==> src/rtl/ram_arbiter.sv <==
// Arbitrates one shared RAM port between instruction fetch and data load/store; one transaction in flight.
// Grant on the edge after a request, strobes from latched values, done pulse the cycle after ACCESS/ERROR/timeout.
package ram_arbiter_pkg;
   typedef struct packed {
      logic        valid;
      logic [31:0] data;
   } imem_t;

   typedef enum logic [1:0] {
      FREE   = 2'd0,
      BUSY   = 2'd1,
      ACCESS = 2'd2,
      ERROR  = 2'd3
   } ramstate_t;
endpackage

module ram_arbiter
   import ram_arbiter_pkg::*;
#(
   parameter int TIMEOUT = 64
) (
   input  logic        clk,
   input  logic        rst,
   input  logic        i_req,
   input  logic [31:0] i_addr,
   output imem_t       i_resp,
   output logic        i_err,
   input  logic        d_read,
   input  logic        d_write,
   input  logic [31:0] d_addr,
   input  logic [31:0] d_wdata,
   input  logic [3:0]  d_sel,
   output logic        d_done,
   output logic [31:0] d_rdata,
   output logic        d_err,
   output logic        ram_ren,
   output logic        ram_wen,
   output logic [31:0] ram_addr,
   output logic [31:0] ram_wdata,
   output logic [3:0]  ram_sel,
   input  logic [31:0] ram_rdata,
   input  ramstate_t   ram_state
);
   localparam int            CW       = $clog2(TIMEOUT + 1);
   localparam logic [CW-1:0] CNT_LAST = CW'(TIMEOUT - 1);

   typedef enum logic [1:0] {IDLE, FETCH, DATA} state_t;

   state_t        r_state;
   logic          r_last_data;
   logic          r_ren;
   logic          r_wen;
   logic          r_illegal;
   logic [31:0]   r_addr;
   logic [31:0]   r_wdata;
   logic [3:0]    r_sel;
   logic [CW-1:0] r_cnt;
   imem_t         r_i_resp;
   logic          r_i_err;
   logic          r_d_done;
   logic [31:0]   r_d_rdata;
   logic          r_d_err;

   logic w_f_pend;
   logic w_d_pend;
   logic w_grant_d;
   logic w_grant_f;
   logic w_ok;
   logic w_finish;

   // A requester still showing its done pulse is being released, not re-requesting.
   assign w_f_pend  = i_req & ~r_i_resp.valid;
   assign w_d_pend  = (d_read | d_write) & ~r_d_done;
   assign w_grant_d = w_d_pend & (~w_f_pend | ~r_last_data);
   assign w_grant_f = w_f_pend & ~w_grant_d;

   assign w_ok     = ~r_illegal & (ram_state == ACCESS);
   assign w_finish = r_illegal | (ram_state == ACCESS) | (ram_state == ERROR) | (r_cnt == CNT_LAST);

   always_ff @(posedge clk or posedge rst) begin
      if (rst) begin
         r_state     <= IDLE;
         r_last_data <= 1'b0;
         r_ren       <= 1'b0;
         r_wen       <= 1'b0;
         r_illegal   <= 1'b0;
         r_addr      <= '0;
         r_wdata     <= '0;
         r_sel       <= '0;
         r_cnt       <= '0;
         r_i_resp    <= '0;
         r_i_err     <= 1'b0;
         r_d_done    <= 1'b0;
         r_d_rdata   <= '0;
         r_d_err     <= 1'b0;
      end else begin
         r_i_resp.valid <= 1'b0;
         r_i_err        <= 1'b0;
         r_d_done       <= 1'b0;
         r_d_err        <= 1'b0;
         case (r_state)
            IDLE: begin
               if (w_grant_d) begin
                  r_state     <= DATA;
                  r_last_data <= 1'b1;
                  r_addr      <= d_addr;
                  r_wdata     <= d_wdata;
                  r_sel       <= d_sel;
                  r_illegal   <= d_read & d_write;
                  r_ren       <= d_read & ~d_write;
                  r_wen       <= d_write & ~d_read;
                  r_cnt       <= '0;
               end else if (w_grant_f) begin
                  r_state     <= FETCH;
                  r_last_data <= 1'b0;
                  r_addr      <= i_addr;
                  r_wdata     <= '0;
                  r_sel       <= 4'hF;
                  r_illegal   <= 1'b0;
                  r_ren       <= 1'b1;
                  r_wen       <= 1'b0;
                  r_cnt       <= '0;
               end
            end
            FETCH, DATA: begin
               if (w_finish) begin
                  r_state <= IDLE;
                  r_ren   <= 1'b0;
                  r_wen   <= 1'b0;
                  // Errors, timeouts and illegal requests all return zero data.
                  if (r_state == FETCH) begin
                     r_i_resp.valid <= 1'b1;
                     r_i_resp.data  <= w_ok ? ram_rdata : 32'd0;
                     r_i_err        <= ~w_ok;
                  end else begin
                     r_d_done  <= 1'b1;
                     r_d_rdata <= w_ok ? ram_rdata : 32'd0;
                     r_d_err   <= ~w_ok;
                  end
               end else begin
                  r_cnt <= r_cnt + 1'b1;
               end
            end
            default: begin
               r_state <= IDLE;
               r_ren   <= 1'b0;
               r_wen   <= 1'b0;
            end
         endcase
      end
   end

   assign i_resp    = r_i_resp;
   assign i_err     = r_i_err;
   assign d_done    = r_d_done;
   assign d_rdata   = r_d_rdata;
   assign d_err     = r_d_err;
   assign ram_ren   = r_ren;
   assign ram_wen   = r_wen;
   assign ram_addr  = r_addr;
   assign ram_wdata = r_wdata;
   assign ram_sel   = r_sel;
endmodule

==> config.mk <==
export PLATFORM = sky130hd
export DESIGN_NAME = ram_arbiter
export DESIGN_NICKNAME = d
export VERILOG_FILES = /design/src/rtl/ram_arbiter.sv
export SDC_FILE = /design/constraint.sdc
export NUM_CORES = 1
export LEC_CHECK = 0
export CAP_MARGIN = 25
export CORE_UTILIZATION = 38
export DETAILED_ROUTE_END_ITERATION = 8
export GPL_TIMING_DRIVEN = 0
export PLACE_DENSITY = 0.81
export SETUP_SLACK_MARGIN = 0.15
export SLEW_MARGIN = 20
export SYNTH_ARGS = -nofsm -noshare
export SYNTH_HDL_FRONTEND = slang
export SYNTH_SLANG_ARGS = --single-unit
==> constraint.sdc <==
create_clock -name clk -period 5.2 [get_ports clk]
set_input_delay 1.04 -clock clk [delete_from_list [all_inputs] [get_ports clk]]
set_output_delay 1.04 -clock clk [all_outputs]
set_load 0.02 [all_outputs]
---- After elaboration in Yosys (flattened, before gate mapping) ----
Cells that the tools add are included.
word-level totals
  logic and storage cells ................. 92
  flip-flop bits (word level) ............. 149
  input bits .............................. 139
cells by class
  equality and inequality tests ........... 8
  $add $sub $neg .......................... 1
  reduce and logical (&&, ||, !) cells .... 9
  muxes and demuxes ....................... 36
  bitwise gates (word level) .............. 23
operator list
  kind                 count
  $mux 32              5
  $mux 33              3
  $mux 7               3
  $mux 1               16
  $pmux 7 s2           1
  $not 1->1            10
  $reduce_and 3->1     3
  $and 1x1->1          8
  $mux 4               2
  $add 7x1->7 const B  1
  $eq 7x6->1 const B   1
  $eq 2x2->1 const B   3
  $mux 2               3
  $or 1x1->1           5
  $ne 2x2->1 const B   2
  $pmux 1 s2           2
  $pmux 2 s2           1
  $reduce_and 2->1     2
  $reduce_bool 2->1    2
  $ne 3x3->1 const B   1
  $eq 2x1->1 const B   1
  $logic_not 2->1      1
  $reduce_or 2->1      1

---- Longest topological paths before layout ----
  depth after elaboration ................. 10
  gate-level depth with buffers ........... 8
  gate-level depth less buffers ........... 6

---- Worst setup path before layout ----
No wires, ideal clock.
  path kind ............................... input port to flip-flop
  start point ............................. input i_req
  end point ............................... register r_wdata[0], in the netlist ram_wdata[0]
  slack ................................... 2.841 ns
  cell stages on the path ................. 7
  data arrival time ....................... 2.292 ns
  path through ............................ nor2b_1 -> a21oi_1 -> buf_2 -> and2_1 -> clkbuf_1 -> clkbuf_1 -> a22o_1
between the ends
  word-level cells in the longest chain between the ends .. 8
  elaborated cells on any way between the ends .. 9
  those cells by class .................... mux (1); bitwise (6); reduce/logical (2)
RTL lines
  item                         line  source
  start, declared              24    input logic i_req,
  $and 1x1->1 *                72    assign w_f_pend = i_req & ~r_i_resp.valid;
  $not 1->1                    74    assign w_grant_d = w_d_pend & (~w_f_pend | ~r_last_data);
  $or 1x1->1                   74
  $and 1x1->1                  74
  $not 1->1                    75    assign w_grant_f = w_f_pend & ~w_grant_d;
  $and 1x1->1                  75
  $reduce_bool 2->1 (no line)  -
  $reduce_and 2->1 (no line)   -
  end signal, assigned         107   r_wdata <= d_wdata;
  end, declared                55    logic [31:0] r_wdata;
Every way passes the cells marked *; elsewhere a longest branch is shown, timed or not.
A chain may end at the register's enable or synchronous reset.

---- Worst setup path after layout ----
  start point ............................. input d_read
  end point ............................... register r_wdata[22], in the netlist ram_wdata[22]
between the ends
  word-level cells in the longest chain between the ends .. 7
  elaborated cells on any way between the ends .. 8
  those cells by class .................... mux (1); bitwise (5); reduce/logical (2)
RTL lines
  item                         line  source
  start, declared              28    input logic d_read,
  $or 1x1->1 *                 73    assign w_d_pend = (d_read | d_write) & ~r_d_done;
  $and 1x1->1 *                73
  $and 1x1->1 *                74
  $not 1->1                    75
  $and 1x1->1                  75
  $reduce_bool 2->1 (no line)  -
  $reduce_and 2->1 (no line)   -
Marked as above.

==> impl_metrics.yaml <==
cts:
  cts_buffer_depth: 2
  cts_tree: "yes"
  postCtsHoldBufs: 0
  clock_sinks: 149
  cts.htree.levels: 4
  cts-root-buf: "clkbuf_16"
  clkLatencyLatePin_ns: 0.42
  cts_made_buffers: 17
  cts_setup_buffers: 0
  post_cts_resized: 0
  path_clk_slew_ns: 0.06
synth:
  synth_edf_count: 0
  ys.warnings.count: 0
  synth_cell_types: 36
  synth_flop_cell: "dfrtp_1"
  synth_cells: 476
  synth_nets: 618
  syn_area_mm2: 0.006186
  ys_seq_area_share_pct: 60.28
  avgSynthCellArea_um2: 13.00
  synthArstFlopShare_pct: 100.0
  ys_seq_elements: 149
routing:
  highest_layer: "met4"
  wl_per_cell_um: 17.01
  routed_wirelength_um: 17030
  viasPerCell: 4.918
  drtAntennaViolNets: 0
  num_vias: 4923
  wl_met1_um: 6352
  drc: 0
  drt_iter0_drc: 177
  first_pass_iters: 4
  dr_wl_met2_um: 9046
  wl_met3_um: 1167
timing:
  finClkSkew_ns: 0.007200
  relSlewSlack_pct: 41.22
  fmax_mhz: 352.1
  rsz0062_at_grt: "false"
  setup_viol: 0
  max_slew.worst_pin.slew_ns: 0.8798
  maxSlewViolCount: 0
  fin_crit_sh_pct: 54.62
  period_needed_ns: 2.840
  hold_viol_final: 0
setup_path:
  crit_required_ns: 5.55
  end_kind: "flip-flop"
  cp-start-kind: "input port"
  critPathKind: "in2reg"
  worst_path_most_repeated_cell: "clkbuf_1"
  arrival_ns: 3.19
  cpPeakStageDelay_ns: 0.55
  crit_fanout: 10
  path_cells: "clkdlybuf4s50_1 > o21bai_1 > a21oi_1 > buf_2 > and2_1 > clkbuf_1 > clkbuf_1 > a22o_1"
  slowest_stage: "clkdlybuf4s50_1"
final_layout:
  diodes: 0
  final_core_util_pct: 62.18
  n_fill_cell: 1250
  fin_area_mm2: 0.009878
  fin_nets: 914
  area_delta_synth_final_pct: 59.69
  drive_gt1_share_pct: 10.83
power:
  power_uw: 5875
  powerDensity_mw_per_mm2: 594.8
  peakVddDrop_uv: 309.0
  power.leakage_uw: 0.004458
global_routing:
  grt_pass1_vias: 5125
  grtUsageTotal_pct: 20.59
  grt-ovfl-total: 0
  antenna_found_initial: 0
  grt_pass1_wl_um: 26040
  grt_max_degree: 78
outcome:
  status: "complete, no violations"
floorplan:
  initial_core_util_pct: 38.94
  die-area_mm2: 0.01679
  die_h_um: 129.6
  chipWidth_um: 129.6
  rows: 46
  ios: 277
  design.core.area_mm2: 0.01589
hold_path:
  min_path_type: "reg2reg"
place:
  io_buffers: 276
  gp_congestion: 0.8352
  place_area_mm2: 0.009254
  place_hpwl_um: 12790
run:
  cap_viol_max_count: 0
## layout make-up
class / count / area, um2 / share of cell area [%]
Clock buffer: 19 / 452.9 / 4.585
Inverter: 4 / 22.52 / 0.2280
Buffer: 28 / 143.9 / 1.457
Clock inverter: 13 / 171.4 / 1.735
Sequential cell: 149 / 3729 / 37.75
Multi-Input combinational cell: 295 / 2298 / 23.27
Timing Repair Buffer: 277 / 2790 / 28.25
Tap cell: 216 / 270.3 / 2.736
## layout by cell type (no fill, tap or decap), types with 2 or more instances in the layout
master,Yosys,final
o22a_1,4,4
buf_6,3,3
clkinv_4,0,4
buf_2,10,10
nand3b_1,2,2
inv_1,4,3
clkinvlp_4,0,2
ha_1,3,3
nand3_1,3,3
a21boi_0,2,2
dfrtp_1,149,149
or2_2,2,2
clkbuf_1,14,14
clkbuf_8,0,2
mux2i_1,32,32
mux2_2,31,31
nor2_1,5,5
bufinv_16,0,3
inv_6,0,3
nand2_2,2,2
mux2_1,33,33
clkdlybuf4s50_1,0,276
and2_1,35,35
a22o_1,34,34
a32o_1,3,3
nor2b_1,7,7
nand2_1,40,40
clkbuf_16,0,17
o21ai_0,37,37
nand2b_1,4,4
o31ai_1,5,5
## worst max-delay path, delay by kind of cell
| kind | cells | cell delay [ns] |
|---|---|---|
| buffers and inverters | 4 | 1.53 |
| AO/OA/AOI/OAI | 3 | 0.46 |
| AND/OR/NAND/NOR | 1 | 0.17 |
## where the power goes
group	total [uW]	internal, uW	switching [uW]
clock	1290	787	498
combinational	2730	1310	1420
sequential	1860	1600	251
total	5880	3700	2170
## flip-flops by register name (all words and copies together) (netlist names)
name	flops
d_done	1
d_err	1
d_rdata	32
i_err	1
i_resp	33
r_cnt	7
r_illegal	1
r_last_data	1
r_state	2
ram_addr	32
ram_ren	1
ram_sel	4
ram_wdata	32
ram_wen	1
## routing by layer
| layer | vias to the layer above | GRT usage (%) |
|---|---|---|
| met5 | - | 0 |
| met4 | 0 | 9.576 |
| met3 | 33 | 6.276 |
| met2 | 213 | 36.87 |
| met1 | 2395 | 22.21 |
| li1 | 2282 | - |
## Yosys cell counts (2+ instances only)
master	count	area share, %
buf_6	3	0.55
nand3b_1	2	0.24
clkbuf_1	14	0.85
inv_1	4	0.24
or2_2	2	0.20
a21boi_0	2	0.24
nand2_2	2	0.20
o22a_1	4	0.57
nand3_1	3	0.24
o31ai_1	5	0.61
mux2i_1	32	5.2
buf_2	10	0.81
nand2b_1	4	0.40
nand2_1	40	2.4
ha_1	3	0.61
o21ai_0	37	3.0
a32o_1	3	0.49
nor2b_1	7	0.71
nor2_1	5	0.30
mux2_2	31	5.6
dfrtp_1	149	60
a22o_1	34	4.8
and2_1	35	3.5
mux2_1	33	6.0
## cells by family (layout without fill, tap and decap cells)
logic type | count (synthesis) | after routing | synth area share [%]
AND/OR/NAND/NOR | 102 | 102 | 8.475
flip-flops | 149 | 149 | 60.28
AO/OA/AOI/OAI | 94 | 94 | 11.25
buffers and inverters | 32 | 341 | 2.569
multiplexers | 96 | 96 | 16.83
adder cells (fa/ha/maj) | 3 | 3 | 0.6069
## through the flow
stage               hold slack (ns)  cells  TNS [ns]  worst slack [ns]
global route                 0.4963   1001         0             2.203
finish                       0.4767   1001         0             2.360
global placement             0.4612    968   -231.08            -1.563
floorplan                    0.4692    476         0            0.1520
CTS                          0.4851   1001         0             2.353
detailed placement           0.4692    969         0             1.936
## path summary, 6_finish.rpt
path / endpoint / slack, ns / depth (start not counted) / start
worst max-delay path: ram_wdata[22]$_DFFE_PP0P_ / 2.36 / 8 / d_read
worst min-delay path: ram_addr[14]$_DFFE_PP0P_ / 0.48 / 2 / ram_addr[14]$_DFFE_PP0P_
worst max register to register: d_rdata[4]$_DFFE_PP0P_ / 2.72 / 8 / r_state[0]$_DFFE_PP0P_
worst min register to register: ram_addr[14]$_DFFE_PP0P_ / 0.48 / 2 / ram_addr[14]$_DFFE_PP0P_
max in group asynchronous: ram_wdata[25]$_DFFE_PP0P_ / 3.38 / 3 / rst
min in group asynchronous: i_resp[5]$_DFFE_PP0P_ / 1.09 / 2 / rst
Note: power is estimated with default switching activity, not from simulation.
